`src/rtl/response_framer_pkg.sv`:
```
// rtl/response_framer_pkg.sv - shared controller constants, framer state encoding and byte helper
package response_framer_pkg;

    // Interpreter command encoding; the framer echoes these back verbatim.
    localparam logic [7:0] OP_IDLE                 = 8'h00;
    localparam logic [7:0] OP_ESCREVER_UART        = 8'h01;
    localparam logic [7:0] OP_RESET_PROCESSADOR    = 8'h02;
    localparam logic [7:0] OP_LER_RESULTADO_ALU    = 8'h03;
    localparam logic [7:0] OP_LER_REGISTRADOR      = 8'h04;
    localparam logic [7:0] OP_ESCREVER_REGISTRADOR = 8'h05;
    localparam logic [7:0] OP_LER_MEMORIA          = 8'h06;
    localparam logic [7:0] OP_ESCREVER_MEMORIA     = 8'h07;

    localparam logic [7:0] SYNC_BYTE_DEFAULT = 8'hA5;

    typedef enum logic [2:0] {
        ST_IDLE       = 3'd0,
        ST_SEND_SYNC  = 3'd1,
        ST_SEND_OP    = 3'd2,
        ST_SEND_DATA  = 3'd3,
        ST_SEND_CHECK = 3'd4
    } framer_state_e;

    function automatic logic [7:0] payload_byte(input logic [31:0] word, input logic [1:0] idx);
        logic [7:0] b;
        case (idx)
            2'd0:    b = word[7:0];
            2'd1:    b = word[15:8];
            2'd2:    b = word[23:16];
            default: b = word[31:24];
        endcase
        return b;
    endfunction

endpackage

```
`src/rtl/response_framer_if.sv`:
```
// rtl/response_framer_if.sv - response intake and TX byte stream handshakes
interface response_framer_if;
    logic        resp_valid;
    logic        resp_ready;
    logic [7:0]  resp_opcode;
    logic        resp_has_data;
    logic [31:0] resp_data;
    logic        tx_valid;
    logic        tx_ready;
    logic [7:0]  tx_data;

    // master: interpreter + UART TX side; slave: the framer itself
    modport master (
        output resp_valid, resp_opcode, resp_has_data, resp_data, tx_ready,
        input  resp_ready, tx_valid, tx_data
    );

    modport slave (
        input  resp_valid, resp_opcode, resp_has_data, resp_data, tx_ready,
        output resp_ready, tx_valid, tx_data
    );
endinterface

```
`src/rtl/response_framer.sv`:
```
// rtl/response_framer.sv - packs one controller response into SYNC/OPCODE/[DATA]/CHECK bytes
module response_framer
    import response_framer_pkg::*;
#(
    parameter logic [7:0] SYNC_BYTE  = SYNC_BYTE_DEFAULT,
    parameter int         DATA_BYTES = 4
) (
    input  logic               clk,
    input  logic               reset,
    response_framer_if.slave   bus,
    output logic               busy,
    output logic [15:0]        frame_count
);

    localparam logic [1:0] LAST_IDX = 2'(DATA_BYTES - 1);

    framer_state_e state_q, state_d;
    logic [7:0]    opcode_q, opcode_d;
    logic          has_data_q, has_data_d;
    logic [31:0]   data_q, data_d;
    logic [1:0]    idx_q, idx_d;
    logic [7:0]    check_q, check_d;
    logic [7:0]    tx_data_q, tx_data_d;
    logic          tx_valid_q, tx_valid_d;
    logic [15:0]   frame_count_q, frame_count_d;
    logic          tx_xfer;

    always_ff @(posedge clk or negedge reset) begin
        if (!reset) begin
            state_q       <= ST_IDLE;
            opcode_q      <= 8'h00;
            has_data_q    <= 1'b0;
            data_q        <= 32'h0;
            idx_q         <= 2'd0;
            check_q       <= 8'h00;
            tx_data_q     <= 8'h00;
            tx_valid_q    <= 1'b0;
            frame_count_q <= 16'h0;
        end else begin
            state_q       <= state_d;
            opcode_q      <= opcode_d;
            has_data_q    <= has_data_d;
            data_q        <= data_d;
            idx_q         <= idx_d;
            check_q       <= check_d;
            tx_data_q     <= tx_data_d;
            tx_valid_q    <= tx_valid_d;
            frame_count_q <= frame_count_d;
        end
    end

    // The next byte is always computed one cycle early so tx_data is a flop output.
    always_comb begin
        state_d       = state_q;
        opcode_d      = opcode_q;
        has_data_d    = has_data_q;
        data_d        = data_q;
        idx_d         = idx_q;
        check_d       = check_q;
        tx_data_d     = tx_data_q;
        tx_valid_d    = tx_valid_q;
        frame_count_d = frame_count_q;
        tx_xfer       = tx_valid_q && bus.tx_ready;

        case (state_q)
            ST_IDLE: begin
                if (bus.resp_valid) begin
                    opcode_d   = bus.resp_opcode;
                    has_data_d = bus.resp_has_data;
                    data_d     = bus.resp_data;
                    check_d    = bus.resp_opcode;
                    tx_data_d  = SYNC_BYTE;
                    tx_valid_d = 1'b1;
                    state_d    = ST_SEND_SYNC;
                end
            end
            ST_SEND_SYNC: begin
                if (tx_xfer) begin
                    tx_data_d = opcode_q;
                    state_d   = ST_SEND_OP;
                end
            end
            ST_SEND_OP: begin
                if (tx_xfer) begin
                    if (has_data_q) begin
                        idx_d     = LAST_IDX;
                        tx_data_d = payload_byte(data_q, LAST_IDX);
                        state_d   = ST_SEND_DATA;
                    end else begin
                        tx_data_d = check_q;
                        state_d   = ST_SEND_CHECK;
                    end
                end
            end
            ST_SEND_DATA: begin
                if (tx_xfer) begin
                    check_d = check_q ^ tx_data_q;
                    if (idx_q == 2'd0) begin
                        tx_data_d = check_q ^ tx_data_q;
                        state_d   = ST_SEND_CHECK;
                    end else begin
                        idx_d     = idx_q - 2'd1;
                        tx_data_d = payload_byte(data_q, idx_q - 2'd1);
                    end
                end
            end
            ST_SEND_CHECK: begin
                if (tx_xfer) begin
                    tx_valid_d    = 1'b0;
                    tx_data_d     = 8'h00;
                    frame_count_d = frame_count_q + 16'd1;
                    state_d       = ST_IDLE;
                end
            end
            default: begin
                tx_valid_d = 1'b0;
                state_d    = ST_IDLE;
            end
        endcase
    end

    assign bus.resp_ready = (state_q == ST_IDLE);
    assign bus.tx_valid   = tx_valid_q;
    assign bus.tx_data    = tx_data_q;
    assign busy           = (state_q != ST_IDLE);
    assign frame_count    = frame_count_q;

endmodule

```
`src/flat_wrapper.sv`:
```
// flat-port wrapper written by rule: the top's interface ports become plain ports
module response_framer_flat import response_framer_pkg::*;
#(
    parameter logic [7:0] SYNC_BYTE  = SYNC_BYTE_DEFAULT,
    parameter int         DATA_BYTES = 4
)
  (clk, reset, busy, frame_count, bus_resp_valid, bus_resp_opcode, bus_resp_has_data, bus_resp_data, bus_tx_ready, bus_resp_ready, bus_tx_valid, bus_tx_data);
  response_framer_if bus_i ();
  input  logic clk;
  input  logic reset;
  output logic busy;
  output logic [15:0] frame_count;
  input wire logic [$bits(bus_i.resp_valid)-1:0] bus_resp_valid;
  input wire logic [$bits(bus_i.resp_opcode)-1:0] bus_resp_opcode;
  input wire logic [$bits(bus_i.resp_has_data)-1:0] bus_resp_has_data;
  input wire logic [$bits(bus_i.resp_data)-1:0] bus_resp_data;
  input wire logic [$bits(bus_i.tx_ready)-1:0] bus_tx_ready;
  output wire logic [$bits(bus_i.resp_ready)-1:0] bus_resp_ready;
  output wire logic [$bits(bus_i.tx_valid)-1:0] bus_tx_valid;
  output wire logic [$bits(bus_i.tx_data)-1:0] bus_tx_data;
  assign bus_i.resp_valid = bus_resp_valid;
  assign bus_i.resp_opcode = bus_resp_opcode;
  assign bus_i.resp_has_data = bus_resp_has_data;
  assign bus_i.resp_data = bus_resp_data;
  assign bus_i.tx_ready = bus_tx_ready;
  assign bus_resp_ready = bus_i.resp_ready;
  assign bus_tx_valid = bus_i.tx_valid;
  assign bus_tx_data = bus_i.tx_data;
  response_framer #(.SYNC_BYTE(SYNC_BYTE), .DATA_BYTES(DATA_BYTES)) u_core (.clk(clk), .reset(reset), .bus(bus_i), .busy(busy), .frame_count(frame_count));
endmodule
```
`config.mk`:
```
export PLATFORM = sky130hd
export DESIGN_NAME = response_framer_flat
export DESIGN_NICKNAME = d
export VERILOG_FILES = /design/src/rtl/response_framer_pkg.sv /design/src/rtl/response_framer_if.sv /design/src/rtl/response_framer.sv /design/src/flat_wrapper.sv
export SDC_FILE = /design/constraint.sdc
export NUM_CORES = 1
export LEC_CHECK = 0
export BUFFER_PORTS_ARGS = -buffer_cell sky130_fd_sc_hd__buf_2
export CELL_PAD_IN_SITES_DETAIL_PLACEMENT = 1
export CELL_PAD_IN_SITES_GLOBAL_PLACEMENT = 1
export CORE_MARGIN = 2
export CORE_UTILIZATION = 47
export DETAILED_ROUTE_END_ITERATION = 7
export HOLD_SLACK_MARGIN = 0.03
export PLACE_DENSITY_LB_ADDON = 0.1
export SLEW_MARGIN = 15
export SYNTH_ARGS = -nofsm -noshare
export SYNTH_HDL_FRONTEND = slang
export SYNTH_SLANG_ARGS = --single-unit
```
`constraint.sdc`:
```
create_clock -name clk -period 4.8 [get_ports clk]
set_input_delay 0.24 -clock clk [delete_from_list [all_inputs] [get_ports clk]]
set_output_delay 0.24 -clock clk [all_outputs]
set_load 0.02 [all_outputs]
```
Word-level counts from Yosys, hierarchy flattened. Index checks and enable logic that the tools add are counted.

Register bits after elaboration: 79. Input port bits: 45. Output and inout port bits: 27. Logic and storage cells: 71.

Add/sub/neg operators: 2. Equal/unequal tests: 14. Mux-type cells: 28. Bitwise operators: 2. Reductions and logical operators: 16.

Operators with widths (number): two-way mux 8 bit (9); one-hot mux 8 bit (5 select lines) (1); one-hot mux 8 bit (3 select lines) (1); two-way mux 3 bit (7); adder 16 x 1 -> 16 bit, second input constant (1); one-hot mux 8 bit (2 select lines) (1); one-hot mux 3 bit (5 select lines) (1); inequality test 2 x 1 -> 1 bit, second input constant (6); AND reduction 6 bit (2); two-way mux 2 bit (4); XOR 8 bit (1); equality test 3 x 2 -> 1 bit, second input constant (2); AND reduction 3 bit (2); AND reduction 5 bit (1); nonzero test 5 bit (1); logical NOT 2 bit (2); inequality test 2 bit, second input constant (2); one-hot mux 2 bit (2 select lines) (1); AND reduction 2 bit (2); nonzero test 2 bit (2); equality test 3 x 1 -> 1 bit, second input constant (1); equality test 3 bit, second input constant (1); logical NOT 3 bit (1); one-hot mux 1 bit (3 select lines) (1); other kinds (8) (9).

Logic depth before layout (Yosys ltp). Gate-level depths: netlist (run 1).

Word-level depth: 6. Mapped depth: 7. Mapped depth without buffers: 6.

Worst setup path before layout (run 1). Ideal clock, no wire load.

Path kind: reg2reg. Start point: register u_core.idx_q[0]. End point: register u_core.tx_data_q[5] (netlist: u_core.bus.tx_data[5]). Library setup time: 128 ps. Arrival: 1734 ps. Data required time: 4672 ps. Slack: 2938 ps. Cell stages (with the launch flop): 8. Path buffers: 1. Period minus slack after synthesis: 1862 ps. Cells stage by stage: dfrtp_1 -> inv_1 -> ha_1 -> clkbuf_1 -> clkinv_1 -> or3_1 -> a211oi_1 -> a211oi_1.

Word-level cells in the longest chain between the ends: 6. Elaborated cells between the ends (all ways): 9. Those cells by class: 1 x add/sub; 2 x eq/ne; 4 x mux; 2 x reduce/logical.

Ends and longest elaborated chain: from (decl) (line response_framer.sv:21) `logic [1:0] idx_q, idx_d;`; from (signal assigned) (line response_framer.sv:44) `idx_q <= idx_d;`; subtractor 2 x 1 -> 2 bit (line response_framer.sv:103) `tx_data_d = payload_byte(data_q, idx_q - 2'd1);`; equality test 2 bit, or another cell as far along (line response_framer_pkg.sv:26) `case (idx)`; one-hot mux 8 bit (3 select lines) (line response_framer_pkg.sv:26); two-way mux 8 bit * (line response_framer.sv:98) `if (idx_q == 2'd0) begin`; two-way mux 8 bit * (line response_framer.sv:96) `if (tx_xfer) begin`; one-hot mux 8 bit (5 select lines) * (line response_framer.sv:65) `case (state_q)`; to (signal assigned) (line response_framer.sv:46) `tx_data_q <= tx_data_d;`; to (decl) (line response_framer.sv:23) `logic [7:0] tx_data_q, tx_data_d;`.

Mark *: on every way between the ends. The rest lies on a longest branch, timed or not. The select of a mux whose other input is x is not followed. A chain may end at the register's enable or synchronous reset.

Final worst setup path (run 1).
Start point: register u_core.state_q[0]. End point: register u_core.data_q[0].

Word-level cells in the longest chain between the ends: 2.

Ends and longest elaborated chain: from (decl) (line response_framer.sv:17) `framer_state_e state_q, state_d;`; from (signal assigned) (line response_framer.sv:40) `state_q <= state_d;`; logical NOT 3 bit (line response_framer.sv:65); AND reduction 2 bit (no source line); to (signal assigned) (line response_framer.sv:43) `data_q <= data_d;`; to (decl) (line response_framer.sv:20) `logic [31:0] data_q, data_d;`.

Every way passes these cells.

==> qor.txt, run 1 <==
Post-synth EDFFs: 0
HP Class: primary input to asynchronous set/reset pin
Placer Congestion: 0.8551
placed insts: 508
die span in x: 95.94 µm
clock buffer depth: 2
cells along the critical path: nor4b_4 -> buf_4 -> mux2_2
final hold viol count: 0
reg2reg setup slack: 2.07 ns
register area: 1977 µm²
FF-to-FF Start: u_core.state_q[0]
Crit path max-delay family: simple AND/OR/NAND/NOR gates
Post-CTS Resized: 0
nets@finish: 464
Layout Area Growth over Synthesis: 15.34%
filler instances: 925
share of cells above drive strength 1: 33.65%
Post-Layout Cell Count: 524
Std-Cell Core Area: 8217 µm²
Vias: 3108
TritonCTS clock tree: yes
setup TNS: 0 ns
fin crit share: 56.86%
critical path's slowest cell: nor4b_4
clock sink count: 79
top-count cell post-synth: dfrtp_1
PD cells: 282.7 nW/µm²
Final WS setup: 2.071 ns
CTS Buf Count: 9
GRT Total Usage: 23.77%
syn_area_per_cell: 11.32 µm²
total power: 0.001295 W
vias in the first global route: 3121
worst slack, placed: 2.066 ns
leakage: 2.158 nW
# rows: 33
antenna cell count: 0
first-pass GRT wire length: 16.41 mm
crit path to: u_core.data_q[0]
VDD IR max: 174.9 µV
startpoint types: flip-flop
async set-or-reset flop fraction in the synthesized netlist: 100.0%
crit-path max cell delay: 1.02 ns
critical path data required time: 5.05 ns
Clock Tree Root: clkbuf_8
Multi-input gate area: 1851 µm²
CP arrival: 2.98 ns
max-slew violation count: 0
TritonRoute pass-1 iters: 4
top cell type's share of synthesized area: 49.76%
boundary pin count: 72
Post-Syn Instances: 351
clock-pin slew on the worst setup and hold paths: 0.09 ns
Setup CP Type: flip-flop to flip-flop
DP HPWL: 6.928 mm
clock skew: 0.01383 ns
First DRT Iteration DRCs: 168
WL/cell: 19.34 µm
Yosys reg bits: 79
Max Fclk: 0.3664 GHz
Final setup viols: 0
Critical Path Stages: 3
vias per cell: 5.931
MaxCap Viol Count: 0
Netlist cell types: 51
depth of the CTS H-tree: 3
top post-synthesis cells by area: dfrtp_1, mux2_2, o21ai_0, xnor2_1, a22oi_1
post-CTS setup buffer count: 0
synthesized area: 3973 µm²
area leader, netlist: dfrtp_1
Crit. End Element: flip-flop
hold-fix buffers at CTS: 0
top_reg_cell synth: dfrtp_1
hold slack: 0.01537 ns
post-synthesis sequential area ratio: 49.76%
crit path buf inv count: 1
wirelength, routed: 10.13 mm
Clk Latency, worst-skew pair: 0.36 ns
Syn Nets: 401
port bufs: 71
Starting Density: 48.35%
RSZ-0062 raised after global routing: false
status: finished clean
Yosys Warn Count: 0
initial antenna violation count: 0
GRT overflow: 0
critical path peak fanout: 29
reg2reg path depth: 3
largest net degree at the start of global routing: 80
chip height: 95.94 µm
Synth top cells by count: dfrtp_1, mux2_2, o21ai_0
crit path from: u_core.state_q[0]
total die area: 9204 µm²
Final Critical Period: 2.729 ns
Antenna Nets Post-Route: 0
DR DRC count: 0
Slew HR: 29.34%
worst reg2reg endpoint: u_core.data_q[0]
Worst-Margin Slew: 1.056 ns
layer usage:
metal | wire [µm] | share of wire, % | track usage (%)
met4 | 140 | 1.4 | 7.262
met2 | 5025 | 50 | 39.04
met3 | 374 | 3.7 | 4.464
met1 | 4593 | 45 | 32.00
met5 | 0 | 0 | 0
cell type report:
type                    instances  share of cell area (%)
clock buffers                   9                   2.703
well taps                     105                   2.867
multi-input cells             237                   40.39
clock inverters                 7                   1.693
repair buffers                 72                   7.974
inverters                      15                   1.229
flip-flops and latches         79                   43.15
sequential cells by signal, indices dropped and copies added, names as in the netlist:
name / cells
u_core.data_q: 32
u_core.frame_count: 16
u_core.bus.tx_data: 8
u_core.check_q: 8
u_core.opcode_q: 8
u_core.state_q: 3
u_core.idx_q: 2
u_core.bus.tx_valid: 1
u_core.has_data_q: 1
through the flow:
step / utilization, % / instance area [µm²]
detailed placement: 53.31 / 4380
CTS: 55.76 / 4582
floorplan: - / 3973
global placement: 53.31 / 4380
finish: 55.76 / 4582
global route: 55.76 / 4582
cell usage in the layout (no fill, tap or decap), types with 8 or more instances in the layout:
master     Yosys  final
dfrtp_1       79     79
buf_2          6     70
mux2_2        45     45
o21ai_0       27     27
xnor2_1       15     15
inv_1         14     14
nand2_1       14     14
nand3_1       13     13
a22oi_1       12     12
a21oi_1       11     11
clkbuf_8       0      9
nor2b_1        8      8
a222oi_1       8      8
o2bb2ai_1      8      8
how the worst min path moves through the flow:
stage / from / endpoint / slack, ns / depth (start not counted)
6_report: reset / u_core.frame_count[12] / 0.02 / 1
5_1_grt: bus_resp_data[6] / u_core.data_q[6] / 0.09 / 2
4_1_cts: reset / u_core.frame_count[12] / 0.08 / 1
3_5_place_dp: u_core.frame_count[15] / u_core.frame_count[15] / 0.47 / 1
3_3_place_gp: bus_resp_has_data / u_core.has_data_q / 0.45 / 3
2_1_floorplan: reset / u_core.bus.tx_data[0] / -0.06 / 0
logic make-up after synthesis:
family / count (synthesis) / synth area share, %
AOI/OAI and AO/OA: 90 / 15.65
xor gates and xnor gates: 19 / 4.189
and+or+nand+nor: 74 / 11.18
DFF: 79 / 49.76
adders and majority gates: 5 / 1.575
muxes: 49 / 13.76
buffers and inverters: 35 / 3.874
report_power, final:
part | switching (W) | internal, W | leakage [nW]
Clock | 0.000280 | 0.000247 | 0.101
Combinational | 0.0000303 | 0.0000352 | 1.02
Sequential | 0.0000167 | 0.000686 | 1.03
No activity file was read; power rests on OpenSTA's default activity.
==> run 2, diff against run 1 <==
--- a/config.mk
+++ b/config.mk
@@ -9,7 +9,7 @@
 export CELL_PAD_IN_SITES_DETAIL_PLACEMENT = 1
 export CELL_PAD_IN_SITES_GLOBAL_PLACEMENT = 1
 export CORE_MARGIN = 2
-export CORE_UTILIZATION = 47
+export CORE_UTILIZATION = 44
 export DETAILED_ROUTE_END_ITERATION = 7
 export HOLD_SLACK_MARGIN = 0.03
 export PLACE_DENSITY_LB_ADDON = 0.1
==> constraint.sdc (replaced) <==
create_clock -name clk -period 2.7 [get_ports clk]
set_input_delay 0.135 -clock clk [delete_from_list [all_inputs] [get_ports clk]]
set_output_delay 0.135 -clock clk [all_outputs]
set_load 0.02 [all_outputs]
==> run 2 against run 1 <==
  * Sequential cell count did not move
  * Critical path depth rose by 3
  * First-iteration DRC count rose by 32%
  * Setup slack got worse by 1.5 ns
  * Via count rose by 5.1%
  * Combinational power rose to 2.5 times the previous value
  * Largest cell class unchanged
  * Largest power group unchanged
==> qor.txt, run 2 (synthesized netlist as in run 1, its figures left out) <==
Antenna Nets Post-Route: 0 (unchanged)
hold-fix buffers at CTS: 40 (was 0)
clock-pin slew on the worst setup and hold paths: 0.08 ns (was 0.09 ns)
Internal Pwr Total: 0.001783 W (was 0.0009683 W)
crit-path max cell delay: 0.44 ns (was 1.02 ns)
DR DRC count: 0 (unchanged)
max-slew violation count: 0 (unchanged)
critical path data required time: 2.94 ns (was 5.05 ns)
setup TNS: 0 ns (unchanged)
critical path peak fanout: 10 (was 29)
First DRT Iteration DRCs: 222 (was 168)
Comb pwr share: 7.0% (was 5.1%)
nets@finish: 511 (was 464)
DP HPWL: 7.149 mm (was 6.928 mm)
clock sink count: 79 (unchanged)
wirelength, routed: 10.92 mm (was 10.13 mm)
VDD IR max: 225.9 µV (was 174.9 µV)
cells along the critical path: inv_1 -> ha_1 -> clkinv_1 -> or3_1 -> a211oi_1 -> a211oi_1 (was nor4b_4 -> buf_4 -> mux2_2)
Slew HR: 31.39% (was 29.34%)
Post-CTS Resized: 0 (unchanged)
Final setup viols: 0 (unchanged)
HP Class: primary input to flip-flop (was primary input to asynchronous set/reset pin)
Placer Congestion: 0.8260 (was 0.8551)
die span in x: 99.02 µm (was 95.94 µm)
startpoint types: flip-flop (unchanged)
commonest non-fill, non-tap cell in the layout: dfrtp_1 (unchanged)
worst reg2reg endpoint: u_core.bus.tx_data[5] (was u_core.data_q[0])
Setup CP Type: flip-flop to flip-flop (unchanged)
leakage: 2.367 nW (was 2.158 nW)
boundary pin count: 72 (unchanged)
status: finished clean (unchanged)
CP dominant cell by count: a211oi_1
reg2reg path depth: 6 (was 3)
Largest Register: u_core.data_q (unchanged)
Clk pwr share: 39.9% (was 40.7%)
final hold viol count: 0 (unchanged)
Max Fclk: 0.4807 GHz (was 0.3664 GHz)
critical path's slowest cell: dfrtp_1 (was nor4b_4)
post-CTS setup buffer count: 0 (unchanged)
Clk Latency, worst-skew pair: 0.36 ns (about the same)
CP arrival: 2.32 ns (was 2.98 ns)
first-pass GRT wire length: 18.62 mm (was 16.41 mm)
Util after Layout: 58.01% (was 55.76%)
largest net degree at the start of global routing: 80 (unchanged)
vias in the first global route: 3535 (was 3121)
depth of the CTS H-tree: 3 (unchanged)
Worst Hold Path EP: u_core.opcode_q[2]
Layout Area Growth over Synthesis: 27.34% (was 15.34%)
clock buffer depth: 2 (unchanged)
total die area: 9805 µm² (was 9204 µm²)
GRT overflow: 0 (unchanged)
sequential share of power: 53.1% (was 54.3%)
port bufs: 71 (unchanged)
clock skew: 0.01491 ns (was 0.01383 ns)
fin crit share: 77.05% (was 56.86%)
Std-Cell Core Area: 8721 µm² (was 8217 µm²)
chip height: 99.02 µm (was 95.94 µm)
GRT Total Usage: 24.12% (was 23.77%)
# rows: 34 (was 33)
MaxCap Viol Count: 0 (unchanged)
RSZ-0062 raised after global routing: false (unchanged)
WL/cell: 19.02 µm (was 19.34 µm)
share of cells above drive strength 1: 31.33% (was 33.65%)
Final Critical Period: 2.080 ns (was 2.729 ns)
Worst Hold Depth: 2
vias per cell: 5.688 (was 5.931)
PD cells: 465.6 nW/µm² (was 282.7 nW/µm²)
Starting Density: 45.55% (was 48.35%)
Clock Tree Root: clkbuf_8 (unchanged)
TritonRoute pass-1 iters: 4 (unchanged)
Crit. End Element: flip-flop (unchanged)
TritonCTS clock tree: yes (unchanged)
hold_sp: bus_resp_opcode[2]
Largest register FFs: 32 (unchanged)
reg2reg setup slack: 0.62 ns (was 2.07 ns)
initial antenna violation count: 0 (unchanged)
most frequent cells in the layout: dfrtp_1, buf_2, mux2_2, dlygate4sd3_1, o21ai_0 (was dfrtp_1, buf_2, mux2_2, o21ai_0, xnor2_1)
Worst-Margin Slew: 1.029 ns (was 1.056 ns)
antenna cell count: 0 (unchanged)
Net Sw Power: 0.0005724 W (was 0.0003269 W)
FF-to-FF Start: u_core.idx_q[0] (was u_core.state_q[0])
CTS Buf Count: 9 (unchanged)
Vias: 3265 (was 3108)
switch share: 24.31% (was 25.24%)
-- run 2: routing by layer --
layer | GRT usage (%) | share of wire (%) | up-vias
met4 | 6.006 | 1.2 | 0
met5 | 0 | 0 | -
met3 | 4.113 | 3.1 | 8
met1 | 32.81 | 45 | 1669
met2 | 40.28 | 50 | 64
li1 | - | - | 1524
-- run 2: worst max-delay path: cells and delay by family, from the launching register on --
family	cells	cell delay (ns)
compound gates	2	0.25
fa+ha+maj	1	0.39
buf+inv	2	0.45
flops	1	0.44
simple gates	1	0.44
-- run 2: layout make-up --
type / count / area (µm²)
Clock buffer: 11 / 141.4
Clock inverter: 5 / 65.06
Fill cell: 906 / 3662
Inverter: 15 / 56.30
Multi-Input combinational cell: 237 / 1851
Sequential cell: 79 / 1977
Tap cell: 108 / 135.1
Timing Repair Buffer: 119 / 833.3
-- run 2: power groups by stage --
stage	Clock (W)	Sequential, W	Combinational (W)
floorplan	0	0.00126	0.0000554
detailed placement	0	0.00127	0.000120
global route	0.00101	0.00126	0.000184
global placement	0	0.00127	0.000115
finish	0.000940	0.00125	0.000165
CTS	0.000950	0.00125	0.000164
-- run 2: how the worst max path moves through the flow --
| stage | from | slack, ns | cells past startpoint | end |
|---|---|---|---|---|
| after floorplan | u_core.idx_q[0] | 0.84 | 7 | u_core.bus.tx_data[5] |
| after global placement | u_core.state_q[1] | 0.69 | 4 | u_core.bus.tx_data[3] |
| after detailed placement | u_core.state_q[1] | 0.60 | 5 | u_core.check_q[5] |
| after CTS | u_core.state_q[1] | 0.60 | 5 | u_core.check_q[3] |
| after global routing | u_core.idx_q[0] | 0.37 | 6 | u_core.bus.tx_data[5] |
| final | u_core.idx_q[0] | 0.62 | 6 | u_core.bus.tx_data[5] |
-- run 2: stage by stage --
step	worst slack, ns	total power, W	std cells	cell area, µm²	hold slack, ns
after CTS	0.5961	0.002364	573	5049	0.03230
after global routing	0.3668	0.002449	574	5059	0.04801
final	0.6197	0.002355	574	5059	0.04545
after detailed placement	0.5975	0.001393	517	4442	0.3472
after global placement	0.6948	0.001386	517	4442	0.3514
after floorplan	0.8377	0.001315	351	3973	-0.1606
